<file path="src/rtl/gd_step_sat.sv">
// gd_step_sat: one gradient-descent step per channel, x_next = sat(x - (grad >>> lr_shift)).
// Two-stage valid/ready pipeline (shift stage, subtract/saturate stage) with per-channel
// saturation flags, a convergence indicator and a sticky count of saturating results.
module gd_step_sat #(
   parameter int WIDTH = 16,
   parameter int FRAC  = 8,
   parameter int CH    = 4,
   parameter int EPS   = 1
) (
   input  logic                  clk,
   input  logic                  rst,
   input  logic                  in_valid,
   output logic                  in_ready,
   input  logic [CH*WIDTH-1:0]   x_in,
   input  logic [CH*WIDTH-1:0]   grad_in,
   input  logic [3:0]            lr_shift,
   output logic                  out_valid,
   input  logic                  out_ready,
   output logic [CH*WIDTH-1:0]   next_out,
   output logic [CH-1:0]         overflow,
   output logic [CH-1:0]         underflow,
   output logic                  converged,
   output logic [15:0]           sat_count,
   input  logic                  sat_clr
);

   // The datapath is format-agnostic; FRAC only documents the operand format,
   // but a nonsensical split is rejected at elaboration.
   if (FRAC < 0 || FRAC >= WIDTH) begin : g_frac_check
      $error("gd_step_sat: FRAC must lie in [0, WIDTH-1]");
   end

   // Threshold widened to the magnitude width so |-2^(WIDTH-1)| compares without wrap.
   localparam logic [WIDTH:0] L_EPS = (WIDTH+1)'(EPS);

   logic                 w_s1_adv;
   logic                 w_s2_adv;
   logic                 w_out_xfer;
   logic                 w_any_sat;
   logic [CH*WIDTH-1:0]  w_step;
   logic [CH*WIDTH-1:0]  w_sat;
   logic [CH-1:0]        w_ov;
   logic [CH-1:0]        w_uf;
   logic [CH-1:0]        w_ch_conv;

   logic                 r_s1_valid;
   logic [CH*WIDTH-1:0]  r_s1_x;
   logic [CH*WIDTH-1:0]  r_s1_step;
   logic                 r_s2_valid;
   logic [CH*WIDTH-1:0]  r_next_out;
   logic [CH-1:0]        r_ov;
   logic [CH-1:0]        r_uf;
   logic                 r_conv;
   logic [15:0]          r_sat_count;

   // Backpressure ripples combinationally from out_ready; no skid buffer.
   assign w_s2_adv   = ~r_s2_valid | out_ready;
   assign w_s1_adv   = ~r_s1_valid | w_s2_adv;
   assign in_ready   = w_s1_adv;
   assign w_out_xfer = r_s2_valid & out_ready;
   assign w_any_sat  = |(r_ov | r_uf);

   genvar gi;
   generate
      for (gi = 0; gi < CH; gi++) begin : g_ch
         logic signed [WIDTH-1:0] w_grad_k;
         logic [WIDTH:0]          w_step_ext;
         logic [WIDTH:0]          w_abs;
         logic [WIDTH:0]          w_x_ext;
         logic [WIDTH:0]          w_diff;

         // Arithmetic shift floors toward minus infinity; large shifts collapse to 0 / -1.
         assign w_grad_k = grad_in[gi*WIDTH +: WIDTH];
         assign w_step[gi*WIDTH +: WIDTH] = w_grad_k >>> lr_shift;

         // Stage-2 arithmetic works on the registered stage-1 values, one bit wider.
         assign w_step_ext = {r_s1_step[gi*WIDTH+WIDTH-1], r_s1_step[gi*WIDTH +: WIDTH]};
         assign w_x_ext    = {r_s1_x[gi*WIDTH+WIDTH-1], r_s1_x[gi*WIDTH +: WIDTH]};
         assign w_abs      = w_step_ext[WIDTH] ? (~w_step_ext + 1'b1) : w_step_ext;
         assign w_ch_conv[gi] = (w_abs <= L_EPS);

         // Top two bits of the wide difference disagree exactly when it leaves the WIDTH range.
         assign w_diff   = w_x_ext - w_step_ext;
         assign w_ov[gi] = ~w_diff[WIDTH] &  w_diff[WIDTH-1];
         assign w_uf[gi] =  w_diff[WIDTH] & ~w_diff[WIDTH-1];
         assign w_sat[gi*WIDTH +: WIDTH] = w_ov[gi] ? {1'b0, {(WIDTH-1){1'b1}}} :
                                           w_uf[gi] ? {1'b1, {(WIDTH-1){1'b0}}} :
                                                      w_diff[WIDTH-1:0];
      end
   endgenerate

   // Stage 1: capture the point and the shifted step when the stage can advance.
   always_ff @(posedge clk or posedge rst) begin
      if (rst) begin
         r_s1_valid <= 1'b0;
         r_s1_x     <= '0;
         r_s1_step  <= '0;
      end else if (w_s1_adv) begin
         r_s1_valid <= in_valid;
         if (in_valid) begin
            r_s1_x    <= x_in;
            r_s1_step <= w_step;
         end
      end
   end

   // Stage 2: saturated result, flags and convergence; frozen while stalled.
   always_ff @(posedge clk or posedge rst) begin
      if (rst) begin
         r_s2_valid <= 1'b0;
         r_next_out <= '0;
         r_ov       <= '0;
         r_uf       <= '0;
         r_conv     <= 1'b0;
      end else if (w_s2_adv) begin
         r_s2_valid <= r_s1_valid;
         if (r_s1_valid) begin
            r_next_out <= w_sat;
            r_ov       <= w_ov;
            r_uf       <= w_uf;
            r_conv     <= &w_ch_conv;
         end
      end
   end

   // Sticky saturation counter; clear wins over a same-cycle increment.
   always_ff @(posedge clk or posedge rst) begin
      if (rst) begin
         r_sat_count <= '0;
      end else if (sat_clr) begin
         r_sat_count <= '0;
      end else if (w_out_xfer && w_any_sat && (r_sat_count != 16'hFFFF)) begin
         r_sat_count <= r_sat_count + 16'd1;
      end
   end

   assign out_valid = r_s2_valid;
   assign next_out  = r_next_out;
   assign overflow  = r_ov;
   assign underflow = r_uf;
   assign converged = r_conv;
   assign sat_count = r_sat_count;

endmodule

</file>
<file path="config.mk">
export PLATFORM = sky130hd
export DESIGN_NAME = gd_step_sat
export DESIGN_NICKNAME = d
export VERILOG_FILES = /design/src/rtl/gd_step_sat.sv
export SDC_FILE = /design/constraint.sdc
export NUM_CORES = 1
export LEC_CHECK = 0
export CELL_PAD_IN_SITES_DETAIL_PLACEMENT = 0
export CELL_PAD_IN_SITES_GLOBAL_PLACEMENT = 1
export CORE_MARGIN = 2
export CORE_UTILIZATION = 42
export DETAILED_ROUTE_END_ITERATION = 6
export GPL_TIMING_DRIVEN = 0
export HOLD_SLACK_MARGIN = 0.02
export MAX_ROUTING_LAYER = met4
export PLACE_DENSITY_LB_ADDON = 0.1
export SKIP_CTS_REPAIR_TIMING = 1
export SLEW_MARGIN = 15
export SYNTH_ARGS = -nofsm -noshare
export SYNTH_HDL_FRONTEND = slang
export SYNTH_SLANG_ARGS = --single-unit
export TNS_END_PERCENT = 30
</file>
<file path="constraint.sdc">
create_clock -name clk -period 10.4 [get_ports clk]
set_input_delay 2.08 -clock clk [delete_from_list [all_inputs] [get_ports clk]]
set_output_delay 2.08 -clock clk [all_outputs]
set_load 0.1 [all_outputs]
</file>
* Word level (Yosys, flattened, before mapping) *
Cells that the tools add are included.

storage, ports and cells
  output and inout port bits = 91
  word-level logic and storage cells = 74
  input bits = 137
  flip-flop bits (word level) = 219

cells by class
  mux-type cells = 14
  bitwise gates (word level) = 26
  $add $sub $neg = 9
  reductions and logical operators = 7
  equal/unequal tests = 1
  shift operators = 4
  order comparisons = 4

operator list
  cell                   count
  $mux 16                10
  $add 17x1->17 const B  4
  $le 17x1->1 const B    4
  $mux 17                4
  $not 17->17            4
  $sub 16x16->17         4
  $sshr 16x4->16         4
  $add 16x1->16 const B  1
  $ne 16x16->1 const B   1
  $not 1->1              10
  $and 1x1->1            9
  $or 4x4->4             1
  $reduce_and 2->1       2
  $reduce_and 4->1       1
  $reduce_or 4->1        1
  $logic_and 1x1->1      2
  $or 1x1->1             2
  $reduce_bool 2->1      1

* Logic depth before layout (Yosys ltp) *
Gate-level depths: netlist (run 1).

  depth in word-level cells = 6
  gate-level depth with buffers = 12
  mapped depth without buffers = 11

* Worst setup path after synthesis (run 1) *
No wires, ideal clock.

  path type = in2out
  start = input out_ready
  end = output in_ready
  setup slack = 5.413 ns
  cell stages on the path = 1
  path buffers = 0
  arrival = 2.907 ns
  data required time = 8.320 ns
  cells stage by stage = nand3b_1

between the ends
  cells in the longest elaborated chain, start to end = 2

ends and longest elaborated chain
  what                RTL line  text
  start: declaration  18        input logic out_ready,
  $or 1x1->1          57        assign w_s2_adv = ~r_s2_valid | out_ready;
  $or 1x1->1          58        assign w_s1_adv = ~r_s1_valid | w_s2_adv;
  end: declaration    13        output logic in_ready,

Every way passes these cells.

* Worst setup path in the final report (run 1) *
Ends and elaborated chain as after synthesis.

==> flow_summary_export.csv, run 1 <==
group,metric,value,unit
die,fp.dieArea,39100,um^2
global_routing,grt_max_degree,105,
setup_path,worst_path_largest_cell_delay,1.16,ns
route,drt_pass1_iterations,5,
global_routing,grt_pass1_wl,84.1,mm
cells_and_area,nNetsFinal,2294,
setup_path,timing.rr.start,"r_s1_step[49]$_DFFE_PP0P_",
global_routing,grt_pass1_vias,14600,
power_and_ir_drop,internal_power,0.00248,W
logic_synthesis,avgSynthCellArea,8.59,um^2
global_routing,track_usage,28.6,%
power_and_ir_drop,comb_power_share,56.5,%
sta,max_freq,165,MHz
logic_synthesis,ys.flop_type,"dfrtp_1",
placement,dpl.hpwl,43.4,mm
power_and_ir_drop,power.net_switching,0.00255,W
sta,finalWorstSetupSlack,4.33,ns
setup_path,cp_top_family,"buffers and inverters",
die,die_w,198,um
setup_path,crit_required,8.32,ns
placement,routabilityCongestion,0.967,
clock_tree,cts_made_buffers,26,
placement,dpl_worst_slack,4.32,ns
cells_and_area,fin_util,53.0,%
logic_synthesis,syn_nets,2044,
power_and_ir_drop,power,0.00503,W
sta,worstMarginPinSlew,1.05,ns
setup_path,end_kind,"primary output",
placement,io_buffers,220,
die,fp.coreArea,36800,um^2
clock_tree,root_buffer,"clkbuf_16",
logic_synthesis,netlist_area,15800,um^2
logic_synthesis,ys_ff_latch,219,
logic_synthesis,synth_edf_count,0,
worst_hold_path,min_to,"next_out[41]$_DFFE_PP0P_",
clock_tree,cts_tree,"done",
setup_path,rr_worst_depth,11,
route,drc,0,
route,viasPerCell,5.88,
clock_tree,clkTransAtPathRegs,0.06,ns
sta,slew_headroom,30.0,%
route,routed_wl,55.1,mm
die,start_util,42.9,%
setup_path,crit_buf_inv,2,
sta,finalHoldViolations,0,
logic_synthesis,yosys.area_share.simple,16.1,%
logic_synthesis,ys_seq_area_share,34.8,%
route,dr.first_iter.drc_count,864,
cells_and_area,layout_commonest_cell,"clkdlybuf4s50_1",
logic_synthesis,synth_xor_area_share,3.33,%
power_and_ir_drop,peakVddDrop,0.211,mV
global_routing,globalRouteOverflowTotal,0,
sta,rsz0062_at_grt,"no",
logic_synthesis,yosysUniqueCellTypes,78,
sta,post-route-period-util,58.3,%
logic_synthesis,yosysTopAreaCell,"dfrtp_1",
power_and_ir_drop,cellPowerDensity,258,nW/um^2
worst_hold_path,min_path_cells,2,
sta,setup_viol,0,
clock_tree,clock_latency,0.57,ns
job,maxCapViolations,0,
setup_path,crit_type,"in2out",
global_routing,grt_antenna_before_repair,1,
logic_synthesis,synth_top_family_by_area,"compound AO/OA/AOI/OAI gates",
setup_path,r2r_setup_slack,6.67,ns
power_and_ir_drop,power_frac_seq,25.0,%
logic_synthesis,synthMuxAreaShare,11.7,%
clock_tree,cts_htree_levels,1,
logic_synthesis,synth_top_area_share,34.8,%
setup_path,slowest_stage,"clkdlybuf4s50_1",
clock_tree,cts_num_sinks,219,
logic_synthesis,synth_compound_area_share,22.4,%
route,ant_nets,0,
run_status,status,"completed",
cells_and_area,final_cell_mix,"clkdlybuf4s50_1, dfrtp_1, nand2_1, o21ai_0, a21oi_1",
power_and_ir_drop,clockPowerShare,18.5,%
logic_synthesis,synthTopCellsByArea,"dfrtp_1, mux2_2, ha_1",
setup_path,critical_path.most_common_cell,"clkdlybuf4s50_1",
logic_synthesis,yosys_warnings,0,
clock_tree,clockBufferDepth,3,
sta,finalMaxSlewViolations,0,
setup_path,worstPathCellList,"clkdlybuf4s50_1, nand3b_1, clkdlybuf4s50_1",
worst_hold_path,hold_start,"next_out[41]$_DFFE_PP0P_",
die,ios,228,
power_and_ir_drop,leakage,8.18,nW
sta,setup-tns-final,0,ns
cells_and_area,drive_above_1_share,7.89,%
route,detail_route.wl_per_cell,21.4,um
sta,clock_skew,0.0342,ns
cells_and_area,area_delta_synth_final,23.7,%
die,rows,70,
power_and_ir_drop,p_sw_share,50.7,%
sta,fin_crit,6.07,ns
logic_synthesis,async_flop_share,100,%
setup_path,critPathArrivalTime,3.99,ns
route,vias,15100,
setup_path,r2r-end,"next_out[58]$_DFFE_PP0P_",
logic_synthesis,synthAdderAreaFrac,7.06,%
cells_and_area,nFillCells,3518,
die,die_h,198,um
setup_path,cp_max_fo,3,
logic_synthesis,syn-instance-count,1834,
worst_hold_path,min_path_type,"reg2reg",
setup_path,start_kind,"primary input",
registers in the layout, summed over array words and instances (netlist names):
| name | count |
|---|---|
| overflow | 4 |
| underflow | 4 |
| converged | 1 |
| r_s1_x | 64 |
| next_out | 64 |
| out_valid | 1 |
| r_s1_step | 64 |
| sat_count | 16 |
| r_s1_valid | 1 |
logic make-up after synthesis:
logic type      Yosys count
compound gates          576
simple gates            540
flops                   219
buf+inv                 190
mux                     159
fa+ha+maj                90
xor+xnor                 60
per-stage QoR:
| stage | hold WS, ns | area [um^2] | instances |
|---|---|---|---|
| 6_report | 0.485 | 19500 | 2573 |
| 3_5_place_dp | 0.476 | 18600 | 2524 |
| 2_1_floorplan | 0.456 | 15800 | 1834 |
| 5_1_grt | 0.515 | 19500 | 2573 |
| 4_1_cts | 0.488 | 19500 | 2572 |
| 3_3_place_gp | 0.472 | 18600 | 2522 |
final cells by class:
cell class | instances | area [um^2] | area share (%)
clock buffers | 42 | 811 | 4.16
clock inverters | 6 | 72.6 | 0.372
well taps | 468 | 586 | 3.00
plain buffers | 102 | 395 | 2.03
diodes | 1 | 2.50 | 0.0128
repair buffers | 222 | 2260 | 11.6
flip-flops and latches | 219 | 5480 | 28.1
inverters | 88 | 338 | 1.73
multi-input cells | 1425 | 9560 | 49.0
layer usage:
layer / routed length, um / GRT usage (%)
met5: 0 / -
met4: 1600 / 8.60
met3: 3230 / 4.09
met2: 25600 / 45.6
met1: 24700 / 37.9
worst max path at each step:
| stage | to | slack, ns | startpoint | cells after the start |
|---|---|---|---|---|
| 5_1_grt | in_ready | 4.28 | out_ready | 3 |
| 3_3_place_gp | next_out[34]$_DFFE_PP0P_ | -0.55 | rst | 2 |
| 6_report | in_ready | 4.33 | out_ready | 3 |
| 4_1_cts | in_ready | 4.31 | out_ready | 3 |
| 3_5_place_dp | in_ready | 4.32 | out_ready | 3 |
| 2_1_floorplan | converged$_DFFE_PP0P_ | 2.33 | rst | 1 |
power groups by stage:
| stage | combinational, W | sequential (W) | clock, W |
|---|---|---|---|
| 2_1_floorplan | 0.00114 | 0.00220 | 0 |
| 3_5_place_dp | 0.00283 | 0.00128 | 0 |
| 5_1_grt | 0.00303 | 0.00129 | 0.000983 |
| 6_report | 0.00284 | 0.00126 | 0.000930 |
| 4_1_cts | 0.00284 | 0.00126 | 0.000950 |
| 3_3_place_gp | 0.00281 | 0.00127 | 0 |
worst min-delay path, delay by kind of cell, from the launching register on:
| kind | cells | cell delay, ns |
|---|---|---|
| DFF | 1 | 0.34 |
| AOI/OAI and AO/OA | 1 | 0.06 |
| and+or+nand+nor | 1 | 0.05 |
cells in the mapped netlist (23+ instances only):
master / instances
a21oi_1: 135
nand3_1: 39
mux2i_1: 60
clkbuf_1: 83
inv_1: 85
xor2_1: 23
a21o_1: 26
nor2b_1: 27
ha_1: 69
nor3_1: 25
nand2_1: 215
a31oi_1: 26
nor4_1: 26
mux2_2: 86
nor2_1: 110
dfrtp_1: 219
a211oi_1: 62
xnor2_1: 37
o21ai_1: 64
o21ai_0: 144
Power figures use the tool's default switching activity.
==> run 2: changes to the inputs <==
--- a/config.mk
+++ b/config.mk
@@ -8,7 +8,7 @@
 export CELL_PAD_IN_SITES_DETAIL_PLACEMENT = 0
 export CELL_PAD_IN_SITES_GLOBAL_PLACEMENT = 1
 export CORE_MARGIN = 2
-export CORE_UTILIZATION = 42
+export CORE_UTILIZATION = 38
 export DETAILED_ROUTE_END_ITERATION = 6
 export GPL_TIMING_DRIVEN = 0
 export HOLD_SLACK_MARGIN = 0.02
==> constraint.sdc (replaced) <==
create_clock -name clk -period 5.11 [get_ports clk]
set_input_delay 1.022 -clock clk [delete_from_list [all_inputs] [get_ports clk]]
set_output_delay 1.022 -clock clk [all_outputs]
set_load 0.1 [all_outputs]
==> run 2 against run 1 <==
  * Die area increased by 10%
  * Final cell count is 2.6% higher
  * Cell area increased by 0.94%
  * Critical endpoint unchanged
  * Largest cell class unchanged
  * Highest routed layer unchanged
  * Count of clock-buffer cells in the layout down 6
  * Total power rose by 110%
  * Register-to-register slack worse by 5.3 ns
  * Sequential power up 100%
==> flow_summary_export.csv, run 2 (synthesis results as in run 1) <==
group,metric,value,unit
sta,fin_crit,3.91,ns
route,drt_pass1_iterations,5,
power_and_ir_drop,leakage,8.22,nW
clock_tree,cts_tree,"done",
route,detail_route.wl_per_cell,21.6,um
worst_hold_path,hold_start,"next_out[27]$_DFFE_PP0P_",
clock_tree,clockBufferDepth,3,
power_and_ir_drop,power.net_switching,0.00533,W
run_status,status,"completed",
setup_path,r2r-end,"next_out[45]$_DFFE_PP0P_",
power_and_ir_drop,comb_power_share,56.4,%
route,drc,0,
placement,routabilityCongestion,0.953,
sta,slew_headroom,24.9,%
global_routing,grt_pass1_vias,14400,
route,routed_wl,57.1,mm
cells_and_area,layout_commonest_cell,"clkdlybuf4s50_1",
sta,max_freq,256,MHz
clock_tree,cts_num_sinks,219,
die,die_h,208,um
cells_and_area,drive_above_1_share,8.21,%
setup_path,start_kind,"primary input",
sta,finalMaxSlewViolations,0,
cells_and_area,nFillCells,4081,
job,maxCapViolations,0,
die,die_w,208,um
power_and_ir_drop,internal_power,0.00514,W
power_and_ir_drop,peakVddDrop,0.371,mV
setup_path,crit_type,"in2out",
clock_tree,cts_made_buffers,27,
placement,dpl.hpwl,46.5,mm
sta,finalHoldViolations,0,
worst_hold_path,min_path_type,"reg2reg",
cells_and_area,fin_util,48.1,%
route,viasPerCell,5.63,
route,dr.first_iter.drc_count,1222,
worst_hold_path,min_to,"next_out[27]$_DFFE_PP0P_",
sta,worstMarginPinSlew,1.12,ns
clock_tree,cts_htree_levels,1,
setup_path,rr_worst_depth,11,
clock_tree,clkTransAtPathRegs,0.06,ns
placement,io_buffers,220,
clock_tree,clock_latency,0.55,ns
sta,finalWorstSetupSlack,1.20,ns
power_and_ir_drop,p_sw_share,50.9,%
setup_path,r2r_setup_slack,1.42,ns
cells_and_area,area_delta_synth_final,24.9,%
die,start_util,38.5,%
die,ios,228,
sta,setup-tns-final,0,ns
global_routing,globalRouteOverflowTotal,0,
sta,rsz0062_at_grt,"no",
die,rows,74,
cells_and_area,final_cell_mix,"clkdlybuf4s50_1, dfrtp_1, nand2_1, o21ai_0, a21oi_1",
sta,clock_skew,0.00913,ns
clock_tree,root_buffer,"clkbuf_16",
global_routing,grt_max_degree,37,
route,ant_nets,0,
worst_hold_path,min_path_cells,2,
setup_path,crit_required,4.09,ns
setup_path,cp_max_fo,3,
die,fp.coreArea,40900,um^2
power_and_ir_drop,clockPowerShare,19.1,%
cells_and_area,nNetsFinal,2300,
global_routing,track_usage,26.6,%
global_routing,grt_antenna_before_repair,0,
setup_path,end_kind,"primary output",
die,fp.dieArea,43100,um^2
route,vias,14900,
global_routing,grt_pass1_wl,87.6,mm
sta,post-route-period-util,76.5,%
sta,setup_viol,0,
setup_path,critPathArrivalTime,2.88,ns
power_and_ir_drop,power_frac_seq,24.5,%
placement,dpl_worst_slack,1.09,ns
setup_path,timing.rr.start,"r_s1_step[44]$_DFFE_PP0P_",
power_and_ir_drop,cellPowerDensity,532,nW/um^2
run 2: changes by cell type in the layout (fill, tap and decap cells not counted), sizes merged:
cell	change
clkbuf	-6
buf	+5
clkinvlp	+3
bufinv	+2
clkinv	-1
inv	+1
run 2: per-stage QoR:
step                      hold WS [ns]  cells  total power [W]  cell area (um^2)
after detailed placement         0.476   2593          0.00846             18800
after global placement           0.471   2586          0.00841             18600
final                            0.483   2641           0.0105             19700
after CTS                        0.490   2640           0.0105             19700
after global routing             0.503   2640           0.0110             19700
after floorplan                  0.456   1834          0.00679             15800
run 2: worst max-delay path by stage:
stage | end | cells after the start | startpoint | slack (ns)
finish | in_ready | 3 | out_ready | 1.20
global route | next_out[45]$_DFFE_PP0P_ | 11 | r_s1_step[44]$_DFFE_PP0P_ | 1.06
CTS | in_ready | 3 | out_ready | 1.20
detailed placement | r_s1_x[27]$_DFFE_PP0P_ | 6 | out_ready | 1.09
global placement | r_s1_x[34]$_DFFE_PP0P_ | 2 | rst | -0.62
floorplan | converged$_DFFE_PP0P_ | 1 | rst | 1.23
run 2: cell type report:
| type | count | area (um^2) | area share [%] |
|---|---|---|---|
| antenna | 1 | 2.50 | 0.0127 |
| buffer | 102 | 395 | 2.01 |
| clock buffer | 36 | 769 | 3.91 |
| clock inverter | 11 | 149 | 0.756 |
| inverter | 88 | 334 | 1.70 |
| multi-input combinational | 1425 | 9560 | 48.6 |
| sequential | 219 | 5480 | 27.8 |
| tap | 532 | 666 | 3.38 |
| timing repair buffer | 227 | 2330 | 11.8 |
run 2: per-layer routing:
layer	up-vias	routed length (um)	GRT usage [%]
met5	-	0	-
met4	0	1270	6.80
met3	82	2750	2.80
met2	449	26400	42.3
met1	7141	26700	36.2
li1	7207	-	-
run 2: critical path: stages:
cell	delay, ns
clkdlybuf4s50_1	0.51
nand3b_1	0.19
clkdlybuf4s50_1	1.16
run 2: power groups by stage:
stage	clock network, W	logic (W)	registers (W)
6_report	0.00200	0.00590	0.00257
2_1_floorplan	0	0.00232	0.00447
3_5_place_dp	0	0.00587	0.00259
5_1_grt	0.00211	0.00630	0.00262
4_1_cts	0.00204	0.00589	0.00256
3_3_place_gp	0	0.00583	0.00258
